**src/rtl/ball_kinematics.sv**
```systemverilog
// Two-axis ball integrator for the labyrinth.
// Tilt samples drive per-axis velocity and then position, once per divider tick.
// Velocity saturates at +/-VMAX, and optional friction decays it.
// Walls clamp the position and either stop or reflect the ball.
// Sequence per tick: WAIT (tick seen) -> VEL (velocity) -> POS (position, upd, wall_hit).

module ball_kinematics #(
    parameter int unsigned TICK_DIV   = 5_000_000,
    parameter int unsigned ACC_W      = 8,
    parameter int unsigned ACC_SHIFT  = 2,
    parameter int unsigned VEL_W      = 8,
    parameter int unsigned VMAX       = 48,
    parameter int unsigned FRIC_SHIFT = 3,
    parameter bit          BOUNCE     = 1'b0,
    parameter int unsigned X_W        = 11,
    parameter int unsigned Y_W        = 10,
    parameter int unsigned X_MIN      = 10,
    parameter int unsigned X_MAX      = 1270,
    parameter int unsigned Y_MIN      = 10,
    parameter int unsigned Y_MAX      = 790,
    parameter int unsigned X_INIT     = 640,
    parameter int unsigned Y_INIT     = 400
) (
    input  logic             clk,
    input  logic             rst_n,
    input  logic             en,
    input  logic             recenter,
    input  logic             accel_valid,
    input  logic [ACC_W-1:0] accel_x,
    input  logic [ACC_W-1:0] accel_y,
    output logic [X_W-1:0]   xcenter,
    output logic [Y_W-1:0]   ycenter,
    output logic [VEL_W-1:0] x_vel,
    output logic [VEL_W-1:0] y_vel,
    output logic             upd,
    output logic [3:0]       wall_hit
);

    localparam int unsigned CNT_W = $clog2(TICK_DIV);
    localparam logic [CNT_W-1:0] CNT_LAST = CNT_W'(TICK_DIV - 1);
    // Two guard bits keep the velocity sum from wrapping before the clamp.
    localparam int unsigned SUM_W = ((ACC_W > VEL_W) ? ACC_W : VEL_W) + 2;
    localparam int unsigned XS_W = X_W + 2;
    localparam int unsigned YS_W = Y_W + 2;

    localparam logic signed [SUM_W-1:0] V_HI = SUM_W'(VMAX);
    localparam logic signed [SUM_W-1:0] V_LO = -V_HI;
    localparam logic signed [XS_W-1:0]  X_LO = XS_W'(X_MIN);
    localparam logic signed [XS_W-1:0]  X_HI = XS_W'(X_MAX);
    localparam logic signed [YS_W-1:0]  Y_LO = YS_W'(Y_MIN);
    localparam logic signed [YS_W-1:0]  Y_HI = YS_W'(Y_MAX);
    localparam logic [X_W-1:0] X_RST = X_W'(X_INIT);
    localparam logic [Y_W-1:0] Y_RST = Y_W'(Y_INIT);

    typedef enum logic [1:0] {StWait, StVel, StPos} state_e;

    state_e                   state_q, state_d;
    logic [CNT_W-1:0]         cnt_q, cnt_d;
    logic [X_W-1:0]           x_q, x_d;
    logic [Y_W-1:0]           y_q, y_d;
    logic signed [VEL_W-1:0]  vx_q, vx_d, vy_q, vy_d;
    logic signed [ACC_W-1:0]  ax_q, ay_q;
    logic                     upd_q, upd_d;
    logic [3:0]               wall_q, wall_d;
    logic                     tick;
    logic signed [XS_W-1:0]   x_sum;
    logic signed [YS_W-1:0]   y_sum;

    // One velocity step: add scaled tilt, subtract friction, then saturate.
    function automatic logic signed [VEL_W-1:0] vel_step(input logic signed [VEL_W-1:0] v,
                                                          input logic signed [ACC_W-1:0] a);
        logic signed [SUM_W-1:0] v_ext;
        logic signed [SUM_W-1:0] a_ext;
        logic signed [SUM_W-1:0] fric;
        logic signed [SUM_W-1:0] t;
        v_ext = {{(SUM_W-VEL_W){v[VEL_W-1]}}, v};
        a_ext = {{(SUM_W-ACC_W){a[ACC_W-1]}}, a};
        a_ext = a_ext >>> ACC_SHIFT;
        // A zero shift means no friction, not "subtract the whole velocity".
        if (FRIC_SHIFT != 0) begin
            fric = v_ext >>> FRIC_SHIFT;
        end else begin
            fric = '0;
        end
        t = v_ext + a_ext - fric;
        if (t > V_HI) begin
            t = V_HI;
        end else if (t < V_LO) begin
            t = V_LO;
        end
        return t[VEL_W-1:0];
    endfunction

    assign tick = en && (cnt_q == CNT_LAST);

    // Candidate positions from the velocity written in VEL.
    always_comb begin
        x_sum = XS_W'(x_q) + {{(XS_W-VEL_W){vx_q[VEL_W-1]}}, vx_q};
        y_sum = YS_W'(y_q) + {{(YS_W-VEL_W){vy_q[VEL_W-1]}}, vy_q};
    end

    // Next-state logic: divider, FSM, velocity and position updates, recenter override.
    always_comb begin
        state_d = state_q;
        cnt_d   = cnt_q;
        x_d     = x_q;
        y_d     = y_q;
        vx_d    = vx_q;
        vy_d    = vy_q;
        upd_d   = 1'b0;
        wall_d  = 4'b0000;

        if (en) begin
            cnt_d = tick ? '0 : cnt_q + CNT_W'(1);
        end

        unique case (state_q)
            StWait: begin
                if (tick) begin
                    state_d = StVel;
                end
            end
            StVel: begin
                vx_d    = vel_step(vx_q, ax_q);
                vy_d    = vel_step(vy_q, ay_q);
                state_d = StPos;
            end
            StPos: begin
                upd_d   = 1'b1;
                state_d = StWait;
                if (x_sum < X_LO) begin
                    x_d       = X_LO[X_W-1:0];
                    wall_d[0] = 1'b1;
                    vx_d      = BOUNCE ? -vx_q : '0;
                end else if (x_sum > X_HI) begin
                    x_d       = X_HI[X_W-1:0];
                    wall_d[1] = 1'b1;
                    vx_d      = BOUNCE ? -vx_q : '0;
                end else begin
                    x_d = x_sum[X_W-1:0];
                end
                if (y_sum < Y_LO) begin
                    y_d       = Y_LO[Y_W-1:0];
                    wall_d[2] = 1'b1;
                    vy_d      = BOUNCE ? -vy_q : '0;
                end else if (y_sum > Y_HI) begin
                    y_d       = Y_HI[Y_W-1:0];
                    wall_d[3] = 1'b1;
                    vy_d      = BOUNCE ? -vy_q : '0;
                end else begin
                    y_d = y_sum[Y_W-1:0];
                end
            end
            default: state_d = StWait;
        endcase

        // Recenter wins over everything, including an update in flight.
        if (recenter) begin
            state_d = StWait;
            cnt_d   = '0;
            x_d     = X_RST;
            y_d     = Y_RST;
            vx_d    = '0;
            vy_d    = '0;
            upd_d   = 1'b0;
            wall_d  = 4'b0000;
        end
    end

    // State, kinematics and pulse registers.
    always_ff @(posedge clk or negedge rst_n) begin
        if (!rst_n) begin
            state_q <= StWait;
            cnt_q   <= '0;
            x_q     <= X_RST;
            y_q     <= Y_RST;
            vx_q    <= '0;
            vy_q    <= '0;
            upd_q   <= 1'b0;
            wall_q  <= 4'b0000;
        end else begin
            state_q <= state_d;
            cnt_q   <= cnt_d;
            x_q     <= x_d;
            y_q     <= y_d;
            vx_q    <= vx_d;
            vy_q    <= vy_d;
            upd_q   <= upd_d;
            wall_q  <= wall_d;
        end
    end

    // Tilt sample registers: load whenever a sample arrives, whatever the FSM is doing.
    always_ff @(posedge clk or negedge rst_n) begin
        if (!rst_n) begin
            ax_q <= '0;
            ay_q <= '0;
        end else if (accel_valid) begin
            ax_q <= accel_x;
            ay_q <= accel_y;
        end
    end

    assign xcenter  = x_q;
    assign ycenter  = y_q;
    assign x_vel    = vx_q;
    assign y_vel    = vy_q;
    assign upd      = upd_q;
    assign wall_hit = wall_q;

endmodule

```
**config.mk**
```make
export PLATFORM = sky130hd
export DESIGN_NAME = ball_kinematics
export DESIGN_NICKNAME = d
export VERILOG_FILES = /design/src/rtl/ball_kinematics.sv
export SDC_FILE = /design/constraint.sdc
export NUM_CORES = 1
export LEC_CHECK = 0
export ABC_AREA = 1
export BUFFER_PORTS_ARGS = -buffer_cell sky130_fd_sc_hd__buf_2
export CAP_MARGIN = 20
export CORE_MARGIN = 1.5
export CORE_UTILIZATION = 45
export DETAILED_ROUTE_END_ITERATION = 7
export PLACE_DENSITY = 0.69
export SLEW_MARGIN = 30
export SYNTH_ARGS = -nofsm -noshare
export SYNTH_HDL_FRONTEND = slang
export SYNTH_SLANG_ARGS = --single-unit
```
**constraint.sdc**
```tcl
create_clock -name clk -period 2.9 [get_ports clk]
set_input_delay 0.145 -clock clk [delete_from_list [all_inputs] [get_ports clk]]
set_output_delay 0.145 -clock clk [all_outputs]
set_load 0.005 [all_outputs]
```
==> results of run 1 <==
[metrics by stage]
step / hold WS, ns / power, mW
after global routing: 0.02297 / 7.654
after global placement: 0.3503 / 5.291
after floorplan: -0.1506 / 4.369
after detailed placement: 0.2507 / 5.341
final: 0.01310 / 6.955
after CTS: 0.003088 / 6.428
[state kept, by name (all words and copies together) (netlist names)]
signal and cells:
ax_q 6, ay_q 6, cnt_q 23, state_q 2, upd 1, wall_hit 4
x_vel 8, xcenter 11, y_vel 8, ycenter 10
[cell families after synthesis]
logic type,count (synthesis)
simple gates,485
buf+inv,169
compound gates,88
flops,79
fa+ha+maj,58
xor+xnor,22
mux,2
[layout by cell type (no fill, tap or decap), drive strengths merged]
cell type,instances
nor2,87
inv,160
clkbuf,9
nand2,271
fa,16
o22ai,1
nor3b,1
a2bb2oi,1
nor4,4
mux2,2
clkinv,6
o21ai,34
ha,42
a32o,1
nor4b,1
xor2,13
and2,3
o211ai,2
a21oi,40
a311oi,1
dfstp,5
buf,87
a21o,1
or2,2
o21a,5
dlygate4sd3,7
xnor2,9
nand3,76
clkinvlp,2
a221oi,1
o21bai,1
nand3b,7
nand4,19
nor3,14
dfrtp,74
[power by group through the flow]
| stage | logic (mW) | registers [mW] | clock network, mW |
|---|---|---|---|
| floorplan | 3.03 | 1.34 | 0 |
| global placement | 3.96 | 1.33 | 0 |
| detailed placement | 4.01 | 1.33 | 0 |
| CTS | 4.05 | 1.31 | 1.07 |
| global route | 5.22 | 1.33 | 1.11 |
| finish | 4.60 | 1.31 | 1.04 |
[routing by layer]
layer,up-vias,track usage
met1,2676,0.3040
met3,21,0.02388
met4,0,0.08088
li1,3055,-
met2,97,0.3332
met5,-,0
[synth_stat cells (7+ instances only)]
cell      number  share of area
nand2_1      260           0.15
inv_1        158          0.093
nor2_1        79          0.047
dfrtp_1       74           0.29
nand3_1       73          0.058
ha_1          42          0.083
a21oi_1       38          0.030
o21ai_0       30          0.024
nand4_1       18          0.018
fa_1          16          0.050
nor3_1        14          0.011
xor2_1        11          0.015
nand2_2        9         0.0089
xnor2_1        9          0.012
nand3b_1       7         0.0083
[final cells by class]
cell class,count,area (µm²)
fillers,1311,6238
multi-input cells,655,3906
clock buffers,9,225.2
repair buffers,94,596.8
inverters,161,606.8
clock inverters,7,40.04
well taps,180,225.2
flip-flops and latches,79,1988
[timing repair]
action / CTS / global route
setup endpoints to repair: 1 / 17
pin swaps: 0 / 5
buffers inserted: 0 / 3
hold buffers: 7 / 0
endpoints found under the hold margin: 80 / 0
cloned: 0 / 0
gates resized for setup: 1 / 44
[worst min-delay path, delay by kind of cell]
kind,cells,cell delay (ns)
and+or+nand+nor,1,0.04
AOI/OAI and AO/OA,1,0.07
buffers and inverters,1,0.07
[worst max-delay path by stage]
stage,slack [ns],cells past startpoint,from,endpoint
5_1_grt,-0.07,14,y_vel[3],y_vel[2]
2_1_floorplan,0.20,16,x_vel[7],x_vel[0]
3_5_place_dp,-0.004,13,y_vel[4],y_vel[4]
4_1_cts,0.03,13,y_vel[3],y_vel[4]
6_report,0.13,14,y_vel[3],y_vel[2]
3_3_place_gp,0.07,13,y_vel[3],y_vel[4]
==> flow_summary.json, run 1 <==
{
  "synth_mux_area_frac": 0.003548,
  "wl_met1_um": 7525,
  "dp.cells": 1159,
  "synth_area_um2": 6347,
  "die_w_um": 121.8,
  "drt_iter0_drc": 284,
  "synthFlopType": "dfrtp_1",
  "drc": 0,
  "synth_warnings": 0,
  "cts_tree": "built",
  "critical_path_class": "register to register",
  "die_h_um": 121.8,
  "synth-seq-area-share": 0.3124,
  "crit_path_max_fanout": 5,
  "finalSetupViolCount": 0,
  "path_cells": "inv_1, fa_1, inv_1, ha_1, nand2_1, o21ai_1, o21ai_1, a21o_1, nand4_1, nand2_1, nand2_2, nor2_1, nand3_1, nand2_1",
  "place_area_um2": 7036,
  "finalCritPeriodShare": 0.9563,
  "grt_pass1_wl_um": 25050,
  "wl_per_cell_um": 13.00,
  "ant_nets": 0,
  "dr_total_vias": 5849,
  "viasPerCell": 4.936,
  "dp_worst_setup_slack_ns": -0.004278,
  "crit_buf_inv": 2,
  "power_frac_comb": 0.662,
  "grt.total_usage": 0.2135,
  "maxUsedRoutingLayer": "met4",
  "hpwlAfterDp_um": 11770,
  "final_util": 0.5488,
  "power.leakage_nw": 4.038,
  "rr_worst_depth": 14,
  "clkTransAtPathRegs_ns": 0.06,
  "fp.dieArea_um2": 14830,
  "cts.sinks": 79,
  "worstHoldStart": "accel_y[4]",
  "hold_path_class": "input pin to register",
  "drtPass1Iterations": 5,
  "relSlewSlack": 0.5037,
  "setup_slack_ns": 0.1267,
  "worstMarginPinSlew_ns": 0.7418,
  "power.density_nw_per_um2": 916.5,
  "instances_no_fill": 1185,
  "dr_wl_met3_um": 519,
  "cts_root_buf": "clkbuf_16",
  "grt_start_max_net_pins": 80,
  "clockPowerShare": 0.149,
  "drive_above_1_share": 0.1751,
  "p_int_mw": 3.631,
  "r2r_end": "y_vel[2]",
  "overflow": 0,
  "final_nets": 1079,
  "status": "complete, no violations",
  "synth-seq-cells": 79,
  "cp_slowest_stage_delay_ns": 0.55,
  "critPathCaptureType": "register",
  "yosys.area_share.adder": 0.1333,
  "cp_top_family": "adder cells",
  "swShare": 0.4779,
  "wl_met2_um": 7043,
  "required_ns": 3.18,
  "synth_nets": 982,
  "slowest_stage": "fa_1",
  "skew_ns": 0.006082,
  "pwr-share-seq": 0.188,
  "synth_xor_area_frac": 0.03272,
  "min_to": "ay_q[4]",
  "core_um2": 13830,
  "cp.arrival_ns": 3.06,
  "finalSetupTns_ns": 0,
  "io_buffer_count": 58,
  "max_freq_mhz": 360.6,
  "clock_path_buffers": 2,
  "rows": 43,
  "synth_compound_area_frac": 0.07688,
  "r2r_slack_ns": 0.13,
  "synth_cell_type_count": 46,
  "diodes": 0,
  "grt_antenna_before_repair": 0,
  "synth.avg_cell_area_um2": 7.029,
  "grt_pass1_vias": 5268,
  "cts_buffers": 9,
  "num_io_pins": 63,
  "wirelength_um": 15410,
  "clk_latency_ns": 0.35,
  "area_growth_pct": 19.55,
  "h-tree-depth": 3,
  "switching_power_mw": 3.324,
  "drv_slew": 0,
  "cp-start-kind": "register",
  "whs_path_depth": 3,
  "synth_edf_count": 0,
  "synth_cells": 903,
  "fin_area_um2": 7589,
  "gp_congestion": 0.9138,
  "start_util": 0.4591,
  "fin_crit_ns": 2.773,
  "yosys.area_share.simple": 0.3385,
  "hold_viol_final": 0,
  "cap_viol_max_count": 0,
  "ir_drop_v": 0.0004611,
  "crit_top_cell": "nand2_1",
  "rr_startpoint": "y_vel[3]",
  "synth_top_family_by_area": "simple AND/OR/NAND/NOR gates",
  "async_flop_share": 1.000
}
No activity file was read; power rests on OpenSTA's default activity.
==> inputs of run 2 (changes only) <==
- BUFFER_PORTS_ARGS: -buffer_cell sky130_fd_sc_hd__buf_2 -> not set
- DONT_BUFFER_PORTS: not set -> 1
- PLACE_DENSITY: 0.69 -> 0.66
==> run 2 against run 1 <==
Net effect:
- global-route usage up 0.44 points
- cell count down 3.6%
- clock skew up 0.0023 ns
- first-iteration DRC count up 7.4%
- critical endpoint unchanged
- cell area down 0.76%
- critical path type unchanged
- fmax down 0.32%
- flip-flop and latch count unchanged
- via count down 2.5%
==> flow_summary.json, run 2 (synthesis results as in run 1) <==
{
  "crit_end": "y_vel[2]",
  "drc": 0,
  "cp_slowest_stage_delay_ns": 0.49,
  "finalSetupViolCount": 0,
  "cts_root_buf": "clkbuf_16",
  "grt_antenna_before_repair": 0,
  "worstMarginPinSlew_ns": 0.7255,
  "grt_start_max_net_pins": 80,
  "io_buffer_count": 0,
  "required_ns": 3.18,
  "critPathCaptureType": "register",
  "largest_register": "cnt_q",
  "finalSetupTns_ns": 0,
  "clk_latency_ns": 0.35,
  "slowest_stage": "fa_1",
  "crit_buf_inv": 3,
  "hpwlAfterDp_um": 11530,
  "crit_cells": 15,
  "relSlewSlack": 0.5162,
  "final_cell_mix": "nand2_1, inv_1, nor2_1, nand3_1, dfrtp_1",
  "fp.dieArea_um2": 14830,
  "core_um2": 13830,
  "clock_path_buffers": 2,
  "crit_path_max_fanout": 5,
  "hold_path_class": "input pin to register",
  "drt_iter0_drc": 305,
  "rr_startpoint": "y_vel[7]",
  "ir_drop_v": 0.0005409,
  "drtPass1Iterations": 7,
  "final_util": 0.5447,
  "cp-start-kind": "register",
  "power.leakage_nw": 3.859,
  "rows": 43,
  "dp.cells": 1106,
  "power.density_nw_per_um2": 956.2,
  "max_freq_mhz": 359.4,
  "overflow": 0,
  "viasPerCell": 4.993,
  "drive_above_1_share": 0.1310,
  "num_io_pins": 63,
  "dr_total_vias": 5702,
  "r2r_slack_ns": 0.12,
  "final_nets": 1036,
  "cts_tree": "built",
  "hold_viol_final": 0,
  "finalCritPeriodShare": 0.9594,
  "instances_no_fill": 1142,
  "cp.arrival_ns": 3.06,
  "largest_register_ffs": 23,
  "crit_start": "y_vel[7]",
  "ant_nets": 0,
  "status": "complete, no violations",
  "gp_congestion": 0.8856,
  "die_h_um": 121.8,
  "path_cells": "buf_4, fa_1, inv_1, ha_4, nand2_1, inv_1, nand4_1, o211ai_1, xor2_1, nand4_1, nand2_1, nand2_2, nor2_1, nand3_1, nand2_1",
  "cap_viol_max_count": 0,
  "nFillCells": 1309,
  "diodes": 0,
  "r2r_end": "y_vel[2]",
  "cts.sinks": 79,
  "final_common_cell": "nand2_1",
  "critical_path_class": "register to register",
  "crit_top_cell": "nand2_1",
  "grt_pass1_vias": 5280,
  "start_util": 0.4591,
  "die_w_um": 121.8,
  "cts_buffers": 9,
  "fin_crit_ns": 2.782,
  "skew_ns": 0.008356,
  "grt_pass1_wl_um": 25540,
  "h-tree-depth": 3,
  "cp_top_family": "simple AND/OR/NAND/NOR gates",
  "grt.total_usage": 0.2179,
  "drv_slew": 0,
  "wirelength_um": 15630,
  "clkTransAtPathRegs_ns": 0.06,
  "area_growth_pct": 18.65,
  "rr_worst_depth": 15,
  "wl_per_cell_um": 13.68
}
[run 2: worst min-delay path by stage]
stage	startpoint	to	depth (start not counted)
6_report	en	state_q[0]	2
2_1_floorplan	rst_n	ax_q[2]	0
3_5_place_dp	rst_n	cnt_q[20]	0
5_1_grt	en	state_q[0]	2
4_1_cts	en	state_q[0]	2
3_3_place_gp	rst_n	cnt_q[20]	0
[run 2: final cells by class]
class | instances | area, µm² | share of cell area
repair buffers | 51 | 455.4 | 0.06048
multi-input cells | 655 | 3936 | 0.5227
well taps | 180 | 225.2 | 0.02991
clock buffers | 12 | 246.5 | 0.03273
flip-flops and latches | 79 | 1991 | 0.2643
clock inverters | 4 | 70.07 | 0.009304
inverters | 161 | 606.8 | 0.08058
[run 2: per-stage QoR]
| stage | worst slack, ns | power (mW) | hold slack, ns | instance area, µm² |
|---|---|---|---|---|
| 2_1_floorplan | 0.2009 | 4.369 | -0.1506 | 6347 |
| 3_3_place_gp | 0.07924 | 5.264 | -0.1474 | 6773 |
| 3_5_place_dp | 0.02478 | 5.286 | -0.1477 | 6777 |
| 4_1_cts | 0.04938 | 6.633 | 0.01050 | 7281 |
| 5_1_grt | -0.02951 | 7.907 | 0.02728 | 7531 |
| 6_report | 0.1177 | 7.201 | 0.02626 | 7531 |
[run 2: what timing repair did]
item	4_1_cts	5_1_grt
setup buffers	0	3
gates resized for setup	1	47
pin swaps	0	2
setup endpoints to repair	2	32
hold endpoints to repair	98	0
hold buffers	17	0
[run 2: power breakdown]
| group | internal, mW | switching [mW] |
|---|---|---|
| Combinational | 1.90 | 2.77 |
| Clock | 0.775 | 0.461 |
| Sequential | 1.20 | 0.0986 |
| Total | 3.87 | 3.33 |
[run 2: worst register-to-register path, stage by stage, from the launching register on]
cell      delay [ns]
dfrtp_2         0.44
buf_4           0.17
fa_1            0.49
inv_1           0.06
ha_4            0.28
nand2_1         0.09
inv_1           0.06
nand4_1         0.07
o211ai_1        0.13
xor2_1          0.22
nand4_1         0.12
nand2_1         0.13
nand2_2         0.11
nor2_1          0.14
nand3_1         0.09
nand2_1         0.11
[run 2: routing by layer]
metal	routed length, µm	up-vias	global-route usage
met1	7414	2618	0.2976
met5	0	-	0
li1	-	2959	-
met4	303	0	0.07721
met2	7136	106	0.3423
met3	769	19	0.04494
